===== src/rtl/sync_fifo_pkg.sv =====
// sync_fifo_pkg: shared width helpers and default thresholds for the parametrised FIFO
package sync_fifo_pkg;
  localparam int DEF_DWIDTH = 8;
  localparam int DEF_DEPTH = 128;
  localparam int DEF_AEMPTY_TH = 4;
  localparam int DEF_AFULL_MARGIN = 4;
  function automatic int clog2(input int v);
    int r;
    int x;
    r = 0;
    x = v - 1;
    while (x > 0) begin
      r++;
      x = x >> 1;
    end
    return r;
  endfunction
  function automatic int cwidth(input int depth);
    return clog2(depth + 1);
  endfunction
  function automatic int pwidth(input int depth);
    return (depth > 1) ? clog2(depth) : 1;
  endfunction
endpackage


===== src/rtl/fifo_mem.sv =====
// fifo_mem: DEPTH x DWIDTH storage, synchronous write, asynchronous read
module fifo_mem import sync_fifo_pkg::*; #(
  parameter int DWIDTH = DEF_DWIDTH,
  parameter int DEPTH = DEF_DEPTH,
  parameter int PWIDTH = pwidth(DEPTH)
) (
  input  logic              clk,
  input  logic              we,
  input  logic [PWIDTH-1:0] waddr,
  input  logic [DWIDTH-1:0] wdata,
  input  logic [PWIDTH-1:0] raddr,
  output logic [DWIDTH-1:0] rdata
);
  logic [DWIDTH-1:0] mem [DEPTH];
  always_ff @(posedge clk)
    if (we) mem[waddr] <= wdata;
  assign rdata = mem[raddr];
endmodule


===== src/rtl/synch_fifo_param.sv =====
// synch_fifo_param: single-clock FIFO, any depth, count/threshold flags, over/underflow pulses, optional FWFT
module synch_fifo_param import sync_fifo_pkg::*; #(
  parameter int DWIDTH = DEF_DWIDTH,
  parameter int DEPTH = DEF_DEPTH,
  parameter int AFULL_TH = DEPTH - DEF_AFULL_MARGIN,
  parameter int AEMPTY_TH = DEF_AEMPTY_TH,
  parameter bit FWFT = 1'b0,
  localparam int CWIDTH = cwidth(DEPTH)
) (
  input  logic              clk,
  input  logic              rst,
  input  logic [DWIDTH-1:0] data_in,
  input  logic              wr_en,
  input  logic              rd_en,
  output logic [DWIDTH-1:0] data_out,
  output logic              full,
  output logic              empty,
  output logic              almost_full,
  output logic              almost_empty,
  output logic [CWIDTH-1:0] count,
  output logic              overflow,
  output logic              underflow
);
  localparam int PWIDTH = pwidth(DEPTH);
  localparam logic [PWIDTH-1:0] LAST = PWIDTH'(DEPTH - 1);
  localparam logic [CWIDTH-1:0] FULL_C = CWIDTH'(DEPTH);
  localparam logic [CWIDTH-1:0] AF_C = CWIDTH'(AFULL_TH);
  localparam logic [CWIDTH-1:0] AE_C = CWIDTH'(AEMPTY_TH);
  logic [PWIDTH-1:0] wr_ptr, rd_ptr;
  logic [DWIDTH-1:0] rd_data;
  logic wr_ok, rd_ok;
  assign full = count == FULL_C;
  assign empty = count == '0;
  assign almost_full = count >= AF_C;
  assign almost_empty = count <= AE_C;
  assign wr_ok = wr_en && !full;
  assign rd_ok = rd_en && !empty;
  always_ff @(posedge clk) begin
    if (rst) begin
      wr_ptr <= '0;
      rd_ptr <= '0;
      count <= '0;
      overflow <= 1'b0;
      underflow <= 1'b0;
    end else begin
      if (wr_ok) wr_ptr <= (wr_ptr == LAST) ? '0 : wr_ptr + 1'b1;
      if (rd_ok) rd_ptr <= (rd_ptr == LAST) ? '0 : rd_ptr + 1'b1;
      count <= count + CWIDTH'(wr_ok) - CWIDTH'(rd_ok);
      overflow <= wr_en && full;
      underflow <= rd_en && empty;
    end
  end
  fifo_mem #(.DWIDTH(DWIDTH), .DEPTH(DEPTH), .PWIDTH(PWIDTH)) u_mem (
    .clk(clk),
    .we(wr_ok),
    .waddr(wr_ptr),
    .wdata(data_in),
    .raddr(rd_ptr),
    .rdata(rd_data)
  );
  // FWFT shows the head word directly; zero while empty keeps the output defined
  if (FWFT) begin : g_fwft
    assign data_out = empty ? '0 : rd_data;
  end else begin : g_reg
    always_ff @(posedge clk) begin
      if (rst) data_out <= '0;
      else if (rd_ok) data_out <= rd_data;
    end
  end
endmodule


===== config.mk =====
export PLATFORM = sky130hd
export DESIGN_NAME = synch_fifo_param
export DESIGN_NICKNAME = d
export VERILOG_FILES = /design/src/rtl/sync_fifo_pkg.sv /design/src/rtl/fifo_mem.sv /design/src/rtl/synch_fifo_param.sv
export SDC_FILE = /design/constraint.sdc
export NUM_CORES = 1
export LEC_CHECK = 0
export BUFFER_PORTS_ARGS = -buffer_cell sky130_fd_sc_hd__buf_2
export CAP_MARGIN = 20
export CELL_PAD_IN_SITES_DETAIL_PLACEMENT = 1
export CELL_PAD_IN_SITES_GLOBAL_PLACEMENT = 2
export CORE_MARGIN = 2
export CORE_UTILIZATION = 50
export CTS_CLUSTER_DIAMETER = 50
export CTS_CLUSTER_SIZE = 8
export DETAILED_ROUTE_END_ITERATION = 12
export PLACE_DENSITY = 0.87
export SYNTH_ARGS = -nofsm -noshare
export SYNTH_HDL_FRONTEND = slang
export SYNTH_SLANG_ARGS = --single-unit
export TNS_END_PERCENT = 30

===== constraint.sdc =====
create_clock -name clk -period 6.18 [get_ports clk]
set_clock_uncertainty 0.2 [all_clocks]
set_input_delay 0 -clock clk [delete_from_list [all_inputs] [get_ports clk]]
set_output_delay 0 -clock clk [all_outputs]
set_load 0.03 [all_outputs]

# Word level (Yosys, flattened, before mapping)

Memory sizes are Yosys's and may differ from the RTL's. A register that Yosys moved wholly into a read port is not among the register bits.
Cells that the tools add are included.

Bits in registers: 24
RAM bits: 1,024
Input bits: 12
Output and inout port bits: 22
Word-level logic and storage cells: 26
Memories: 1

Memory list:

| name      | words | width | rd ports | clocked after Yosys merged registers in | write ports | line           | RTL |
|---|---|---|---|---|---|---|---|
| u_mem.mem | 128   | 8     | 1        | 1                                       | 1           | fifo_mem.sv:14 | `logic [DWIDTH-1:0] mem [DEPTH];` |

Add/sub/neg operators: 4
Magnitude comparators: 2
Equality and inequality tests: 3
Muxes and demuxes: 4
Reductions and logical operators: 7

Operator list:

| operator            | count |
|---|---|
| $add 7x1->7 const B | 2 |
| $eq 7x7->1 const B  | 2 |
| $mux 7              | 2 |
| $add 8x1->8         | 1 |
| $eq 8x8->1 const B  | 1 |
| $ge 8x7->1 const B  | 1 |
| $le 8x3->1 const B  | 1 |
| $logic_not 8->1     | 1 |
| $sub 8x1->8         | 1 |
| $logic_and 1x1->1   | 4 |
| $logic_not 1->1     | 2 |
| $mux 1              | 2 |

# Depth between registers and ports, before layout

Gate-level depths: netlist of run 1.

Depth after elaboration: 5
Mapped depth: 19
Depth with buffers taken out: 18

# By module

Synthesis of run 1 repeated with hierarchy kept, for this count alone.

Cell total of the unflattened synthesis: 1,820
Area, all modules: 41,255.8 um^2

By module, submodules not included:

| module           | instances | cells an instance | area each (um^2) | seq. area each (um^2) |
|---|---|---|---|---|
| fifo_mem         | 1         | 1,627             | 39,505.4         | 30,749.5 |
| synch_fifo_param | 1         | 193               | 1,750.4          | 640.6 |

# Worst setup path after synthesis of run 1

Ideal clock, no wire load.

Path kind: register to register
Start: register count[2]
End: register count[6]
Data arrival time: 3.257 ns
Required time: 5.852 ns
Path slack: 2.595 ns
Stages on the path, launching flop included: 20
Path buffers: 1
Clock period less this slack: 3.585 ns
Cells stage by stage: dfxtp_1 -> inv_1 -> ha_1 -> and4bb_2 -> nand2_1 -> and2_1 -> clkbuf_1 -> inv_1 -> ha_1 -> inv_1 -> ha_1 -> inv_1 -> fa_1 -> nand2b_1 -> a21oi_1 -> o21ai_0 -> a21oi_1 -> nor2_1 -> xor2_1 -> nor2_1

Longest elaborated chain between the ends: 5
Elaborated cells on any way between the ends: 8

Ends and longest elaborated chain:

| what                   | line                   | RTL |
|---|---|---|
| start, declared        | synch_fifo_param.sv:20 | `output logic [CWIDTH-1:0] count,` |
| start signal, assigned | synch_fifo_param.sv:48 | `count <= count + CWIDTH'(wr_ok) - CWIDTH'(rd_ok);` |
| $eq 8x8->1             | synch_fifo_param.sv:32 | `assign full = count == FULL_C;` |
| $logic_not 1->1        | synch_fifo_param.sv:36 | `assign wr_ok = wr_en && !full;` |
| $logic_and 1x1->1      | synch_fifo_param.sv:36 |  |
| $add 8x1->8            | synch_fifo_param.sv:48 |  |
| $sub 8x1->8 *          | synch_fifo_param.sv:48 |  |

Mark *: on every way between the ends. The rest lies on a longest branch, timed or not.
A chain may end at the register's enable or synchronous reset.

# Worst setup path in the final report of run 1

Start: register count[2]
End: register count[6]

Elaborated cells on any way between the ends: 8

RTL lines:

| what              | line                   | RTL |
|---|---|---|
| $logic_not 8->1   | synch_fifo_param.sv:33 | `assign empty = count == '0;` |
| $logic_not 1->1   | synch_fifo_param.sv:37 | `assign rd_ok = rd_en && !empty;` |
| $logic_and 1x1->1 | synch_fifo_param.sv:37 |  |
| net rd_ok         | synch_fifo_param.sv:31 | `logic wr_ok, rd_ok;` |
| $sub 8x1->8       | synch_fifo_param.sv:48 |  |

The timed path passes the listed nets, and every way through them passes these cells.

==> metrics.log, run 1 <==
INFO  metric area_growth = 13.6%
INFO  metric final_period_minus_worst_setup_slack = approximately 4000 ps
INFO  metric mostFrequentLayoutCell = edfxtp_1
INFO  metric io-pin-count = 34
INFO  metric most-common-layout-cells = edfxtp_1 (1,024), mux4_2 (237), nor2_1 (163)
INFO  metric number_of_buffer_cells_added_on_primary_ports = 33
INFO  metric synth_seq_cells = 1,056
INFO  metric final_core_utilization = between 50 and 60%
INFO  metric ff2ff_setup_slack = around 2200 ps
INFO  metric fillers = roughly 7,000
INFO  metric fp.dieArea = between 80,000 and 90,000 um2
INFO  metric synth_mux_area_share = between 15 and 20%
INFO  metric die_height = around 290 um
INFO  metric postCtsResizedCells = 0
INFO  metric crit_path_max_incr_delay = between 400 and 500 ps
INFO  metric synth_area_per_cell = ~20 um2
INFO  metric cap_viol_max_count = 0
INFO  metric startpoint_type = register
INFO  metric min_path_cells = 2
INFO  metric clk_transition_reported_paths = roughly 50 ps
INFO  metric whs = between 90 and 100 ps
INFO  metric synth_seq_area_share = 75.8%
INFO  metric synth_compound_gate_area_share = under 10%
INFO  metric cts_root_buf = clkbuf_16
INFO  metric hold_crit_path_type = primary input to register
INFO  metric grt_setup_unrepaired = no
INFO  metric global_route.overflow_total = 0
INFO  metric clock_latency = around 720 ps
INFO  metric grt_pass1_vias = 22,900
INFO  metric place_hpwl = 64.1 mm
INFO  metric timing.setup.tns = 0 ps
INFO  metric yosys.cell_types.count = between 50 and 60
INFO  metric die_w = approximately 300 um
INFO  metric clock_sink_count = ~1,100
INFO  metric leakagePower = 14.5 nW
INFO  metric timing.critical_path.fanout_max = 10
INFO  metric power.density_cell_area = between 300 and 400 nW/um2
INFO  metric worst_r2r_endpoint = count[6]
INFO  metric report.final.setup_viol = 0
INFO  metric timing.reg2reg.worst_path_depth = 18
INFO  metric slew-limit-headroom = a little under a third
INFO  metric maxClockFrequency = 249 MHz
INFO  metric vdd.ir_drop.worst = roughly 0.31 mV
INFO  metric antenna_left = 0
INFO  metric route.vias.total = between 20,000 and 25,000
INFO  metric post_synthesis_xor_xnor_area_fraction = less than 1%
INFO  metric synth_ff_type = edfxtp_1
INFO  metric grt_antenna_before_repair = 3
INFO  metric tritoncts_clock_tree = done
INFO  metric syn-cell-area = 41,400 um2
INFO  metric ctsLongestPathBuffers = 3
INFO  metric final_min_period_over_clock_period = 64.9%
INFO  metric finalHoldViolations = 0
INFO  metric nNetsFinal = ~2,200
INFO  metric critical-path-slowest-cell = fa_1
INFO  metric drv_slew = 0
INFO  metric yosysWarningCount = 0
INFO  metric synth_edf_count = 1,024
INFO  metric syn-num-nets = ~2,100
INFO  metric post_route_cells_drive_above_1_share = 22.5%
INFO  metric placement_rows = approximately 110
INFO  metric timing.rr.start = count[2]
INFO  metric cp_num_buf_inv = 4
INFO  metric drcViolationCount = 0
INFO  metric antennaDiodeCount = 0
INFO  metric pin_count_of_the_biggest_net_entering_global_routing = between 90 and 100
INFO  metric main_combinational_cell_family_by_area_after_synthesis = multiplexers
INFO  metric grt_first_pass_wirelength = 159 mm
INFO  metric holdCritStartpoint = data_in[2]
INFO  metric critical_path_arrival = 4390 ps
INFO  metric status = complete, no violations
INFO  metric routed_wl = between 100 and 150 mm
INFO  metric async_reset_ff_share = 0%
INFO  metric cp_num_cells = 18
INFO  metric firstDrtPassIters = 5
INFO  metric synthAdderAreaFrac = less than 1%
INFO  metric crit_path_end_kind = register
INFO  metric chain_of_cells_forming_the_critical_path = inv_1 > ha_1 > and4bb_2 > nand2_1 > nand2_1 > inv_2 > ha_1 > inv_1 > ha_1 > inv_1 > fa_1 > nand2b_1 > a21oi_1 > o21ai_0 > a21oi_1 > nor2_1 > xor2_1 > nor2_1
INFO  metric globalplace.congestion = ~0.84
INFO  metric place_inst = just over 3,000
INFO  metric timing_worst_setup_path_type = register to register
INFO  metric htreeDepth = 4
INFO  metric numCtsBuffers = roughly 150
INFO  metric synthesis.instances = around 2,000
INFO  metric drt-wirelength-per-cell = between 30 and 40 um
INFO  metric cpLargestDelayFamily = adder cells
INFO  metric post_synth_and_or_nand_nor_area_fraction = ~3.5%
INFO  metric grtUsageTotal = 25.8%
INFO  metric core_region_area = approximately 80,000 um2
INFO  metric final-instance-count-excl-fill = 3,283
INFO  metric required = 6560 ps
INFO  metric end_point_of_the_worst_hold_path = u_mem.mem[15][2]
INFO  metric floorplan.initialDensity = 50.5%
INFO  metric drt-vias-per-instance = 6.50
INFO  metric worst_pin_slew = roughly 1000 ps
INFO  metric drt_first_iter_violations = 2,563
[sequential cells by signal, indices dropped and copies added, names as in the netlist]
signal / flops
u_mem.mem: 1024
count: 8
data_out: 8
rd_ptr: 7
wr_ptr: 7
overflow: 1
underflow: 1
[power breakdown]
part           switching (mW)  total (mW)  internal, mW
logic                    1.09        1.85         0.767
registers               0.129        8.05          7.92
clock network            2.88        7.46          4.58
total                    4.09        17.4          13.3
[synth_stat cells, types with 11 or more instances]
| master | instances | area, um2 |
|---|---|---|
| a21oi_1 | 37 | 185 |
| a22oi_1 | 48 | 360 |
| buf_2 | 14 | 70.1 |
| buf_4 | 23 | 173 |
| buf_6 | 15 | 169 |
| clkbuf_1 | 55 | 206 |
| dfxtp_1 | 32 | 641 |
| edfxtp_1 | 1024 | 30700 |
| ha_1 | 19 | 238 |
| inv_1 | 16 | 60.1 |
| mux2i_1 | 95 | 951 |
| mux4_2 | 237 | 5340 |
| nand2_1 | 63 | 236 |
| nand3_1 | 23 | 115 |
| nor2_1 | 164 | 616 |
| nor2b_1 | 23 | 144 |
| o21ai_0 | 12 | 60.1 |
| o22ai_1 | 11 | 68.8 |
[how the worst max path moves through the flow]
stage / start / to / slack (ps)
4_1_cts: count[2] / count[6] / 2160
2_1_floorplan: count[2] / count[6] / 2600
3_5_place_dp: count[2] / count[6] / 2260
5_1_grt: count[4] / count[6] / 1880
6_report: count[2] / count[6] / 2170
3_3_place_gp: count[4] / count[6] / 2230
[area by class of cell]
type,count,area [um2],area share (%)
clock buffers,188,4110,8.73
clock inverters,10,108,0.229
inverters,17,63.8,0.136
multi-input cells,858,9320,19.8
flip-flops and latches,1056,31400,66.8
well taps,1070,1340,2.85
repair buffers,84,688,1.46
[worst register-to-register path, delay by kind of cell (launching register included)]
family,cells,cell delay (ps)
adder cells (fa/ha/maj),4,1060
AO/OA/AOI/OAI,3,480
AND/OR/NAND/NOR,6,970
buffers and inverters,4,580
flip-flops,1,400
XOR/XNOR,1,180
[cells by family after synthesis]
family | Yosys count
and+or+nand+nor | 321
DFF | 1056
buffers and inverters | 129
adders and majority gates | 20
AOI/OAI and AO/OA | 167
xor gates and xnor gates | 14
muxes | 336
[timing repair]
item,4_1_cts,5_1_grt
buffers inserted,0,0
endpoints found under the hold margin,500,0
hold buffers,15,0
[metal layers]
layer,wire [um],vias up,global-route usage (%)
met4,3890,2,10.3
met5,13,-,0
met2,53800,1109,42.4
met3,8150,219,4.38
met1,41900,11400,34.8
li1,-,8607,-
[through the flow]
step | setup slack [ps] | total power, mW | area [um2]
CTS | 2160 | 17.4 | 47000
floorplan | 2600 | 9.38 | 41400
finish | 2170 | 17.4 | 47000
detailed placement | 2260 | 10.0 | 42600
global placement | 2230 | 9.95 | 42600
global route | 1880 | 17.8 | 47000
Note: power is estimated with default switching activity, not from simulation.
==> inputs of run 2 (changes only) <==
==> constraint.sdc (replaced) <==
create_clock -name clk -period 4.1 [get_ports clk]
set_clock_uncertainty 0.2 [all_clocks]
set_input_delay 0 -clock clk [delete_from_list [all_inputs] [get_ports clk]]
set_output_delay 0 -clock clk [all_outputs]
set_load 0.03 [all_outputs]
==> run 2 against run 1 <==
Net effect: worst hold slack lost 69 ps; register-to-register slack worse by 1700 ps; critical endpoint is now data_out[5]; utilization increased by 0.38 points; worst setup slack worse by 1700 ps.
==> metrics.log, run 2 (synthesis gave the netlist of run 1 again) <==
INFO  metric status = complete, no violations
INFO  metric grt_pass1_vias = between 20,000 and 25,000
INFO  metric postCtsResizedCells = 0
INFO  metric globalplace.congestion = 0.848
INFO  metric most-common-layout-cells = edfxtp_1 (1,024), mux4_2 (237), nor2_1 (163)
INFO  metric maxClockFrequency = around 280 MHz
INFO  metric critical-path-slowest-cell = dfxtp_4
INFO  metric finalHoldViolations = 0
INFO  metric place_hpwl = 65.1 mm
INFO  metric timing.critical_path.fanout_max = 44
INFO  metric floorplan.initialDensity = approximately 50%
INFO  metric io-pin-count = 34
INFO  metric ff2ff_setup_slack = 480 ps
INFO  metric report.final.setup_viol = 0
INFO  metric timing.setup.tns = 0 ps
INFO  metric place_inst = around 3,100
INFO  metric mostFrequentLayoutCell = edfxtp_1
INFO  metric number_of_buffer_cells_added_on_primary_ports = 33
INFO  metric worst_r2r_endpoint = data_out[5]
INFO  metric chain_of_cells_forming_the_critical_path = buf_12 > buf_4 > mux4_2 > a2111oi_0 > a31oi_1 > a21oi_1 > o41ai_1
INFO  metric grt_first_pass_wirelength = between 150 and 200 mm
INFO  metric htreeDepth = 4
INFO  metric antenna_left = 0
INFO  metric met2_wirelength = 54.2 mm
INFO  metric p_seq_share = 46.4%
INFO  metric whs = about 26 ps
INFO  metric crit_path_end_kind = register
INFO  metric power.density_cell_area = between 500 and 600 nW/um2
INFO  metric die_w = ~290 um
INFO  metric hold_crit_path_type = primary input to register
INFO  metric core_region_area = about 80,000 um2
INFO  metric crit_path_end = data_out[5]
INFO  metric nNetsFinal = 2,248
INFO  metric timing_worst_setup_path_type = register to register
INFO  metric global_route.overflow_total = 0
INFO  metric leakagePower = around 15 nW
INFO  metric drt-vias-per-instance = about 6.4
INFO  metric grt_setup_unrepaired = no
INFO  metric multi_input_area = between 9000 and 10,000 um2
INFO  metric grt_antenna_before_repair = 2
INFO  metric numCtsBuffers = 150
INFO  metric top_layer = met4
INFO  metric placement_rows = ~110
INFO  metric antennaDiodeCount = 0
INFO  metric final-instance-count-excl-fill = about 3,300
INFO  metric firstDrtPassIters = 5
INFO  metric tritoncts_clock_tree = done
INFO  metric power_frac_clock = a little over two fifths
INFO  metric required = 4480 ps
INFO  metric ctsLongestPathBuffers = 3
INFO  metric fillers = 6,981
INFO  metric register_area = between 30,000 and 40,000 um2
INFO  metric pin_count_of_the_biggest_net_entering_global_routing = 98
INFO  metric largest-register = u_mem.mem
INFO  metric cts_root_buf = clkbuf_16
INFO  metric drt_first_iter_violations = 2,838
INFO  metric drt-wirelength-per-cell = roughly 33 um
INFO  metric critical_path_arrival = around 4000 ps
INFO  metric wl_met1 = around 42 mm
INFO  metric drcViolationCount = 0
INFO  metric worst_pin_slew = between 1000 and 1500 ps
INFO  metric die_height = 292 um
INFO  metric largest_reg_flops = about 1,000
INFO  metric final_min_period_over_clock_period = 88.4%
INFO  metric met3WireLength = approximately 8.3 mm
INFO  metric post_route_cells_drive_above_1_share = a little under a quarter
INFO  metric critical_path_origin = rd_ptr[2]
INFO  metric final_core_utilization = 57.7%
INFO  metric timing.rr.start = rd_ptr[2]
INFO  metric clk_transition_reported_paths = about 50 ps
INFO  metric crit_path_max_incr_delay = 970 ps
INFO  metric grtUsageTotal = roughly a quarter
INFO  metric share_comb_of_total_power = between 10 and 15%
INFO  metric area_growth = 14.4%
INFO  metric startpoint_type = register
INFO  metric top_regs = u_mem.mem: 1024 flops, count: 8 flops, data_out: 8 flops
INFO  metric power.switching_fraction = 23.9%
INFO  metric route.vias.total = between 20,000 and 25,000
INFO  metric timing.reg2reg.worst_path_depth = 7
INFO  metric internal-power = approximately 20 mW
INFO  metric clock_latency = 730 ps
INFO  metric routed_wl = ~110 mm
INFO  metric vdd.ir_drop.worst = 0.425 mV
INFO  metric clock_sink_count = approximately 1,100
INFO  metric fp.dieArea = around 85,000 um2
INFO  metric drv_slew = 0
INFO  metric slew-limit-headroom = about a quarter
INFO  metric final_period_minus_worst_setup_slack = roughly 3600 ps
INFO  metric power_switching = just over 6 mW
INFO  metric cap_viol_max_count = 0
run 2: changes by cell type in the layout (fill, tap and decap cells not counted), moves of 3 or more:
cell / previous run / this run
buf_4: 38 / 81
clkbuf_1: 27 / 38
buf_12: 5 / 11
clkbuf_16: 159 / 153
nand3_1: 20 / 23
nand3_2: 3 / 0
run 2: worst max-delay path: cells and delay by family, from the launching register on:
| kind | cells | cell delay (ps) |
|---|---|---|
| buffers and inverters | 2 | 550 |
| AOI/OAI and AO/OA | 4 | 1380 |
| muxes | 1 | 330 |
| DFF | 1 | 970 |
run 2: worst min path at each step:
stage	slack, ps	from	endpoint	cells past startpoint
after floorplan	-100	data_in[0]	u_mem.mem[0][0]	0
after global placement	90	wr_en	overflow	2
after detailed placement	80	wr_en	overflow	2
after CTS	50	data_in[0]	u_mem.mem[93][0]	2
after global routing	40	data_in[7]	u_mem.mem[87][7]	2
final	30	data_in[7]	u_mem.mem[87][7]	2
run 2: layout make-up:
cell class	count	area share (%)
Inverter	17	0.135
Tap cell	1070	2.83
Timing Repair Buffer	133	2.39
Clock buffer	191	8.39
Multi-Input combinational cell	858	19.6
Clock inverter	11	0.278
Sequential cell	1056	66.3
run 2: through the flow:
stage | total power [mW] | cell area, um2 | setup WS [ps]
floorplan | 14.1 | 41400 | 515
global placement | 15.1 | 43100 | 575
detailed placement | 15.1 | 43100 | 517
CTS | 26.1 | 47300 | 510
global route | 26.7 | 47300 | 265
finish | 26.0 | 47300 | 477
run 2: layer usage:
metal | vias to the layer above | global-route usage, %
li1 | 8685 | -
met4 | 0 | 10.8
met3 | 216 | 4.76
met5 | - | 0
met2 | 1155 | 42.6
met1 | 11300 | 35.1
run 2: power by group through the flow:
stage,sequential (mW),clock (mW),combinational (mW)
2_1_floorplan,12.3,0,1.85
3_3_place_gp,12.3,0,2.78
3_5_place_dp,12.3,0,2.85
4_1_cts,12.1,11.2,2.91
5_1_grt,12.1,11.6,3.07
6_report,12.1,11.1,2.89
run 2: what timing repair did:
action                    4_1_cts  5_1_grt
hold buffers                   15        0
hold endpoints to repair      814        0
setup buffers                   0        0
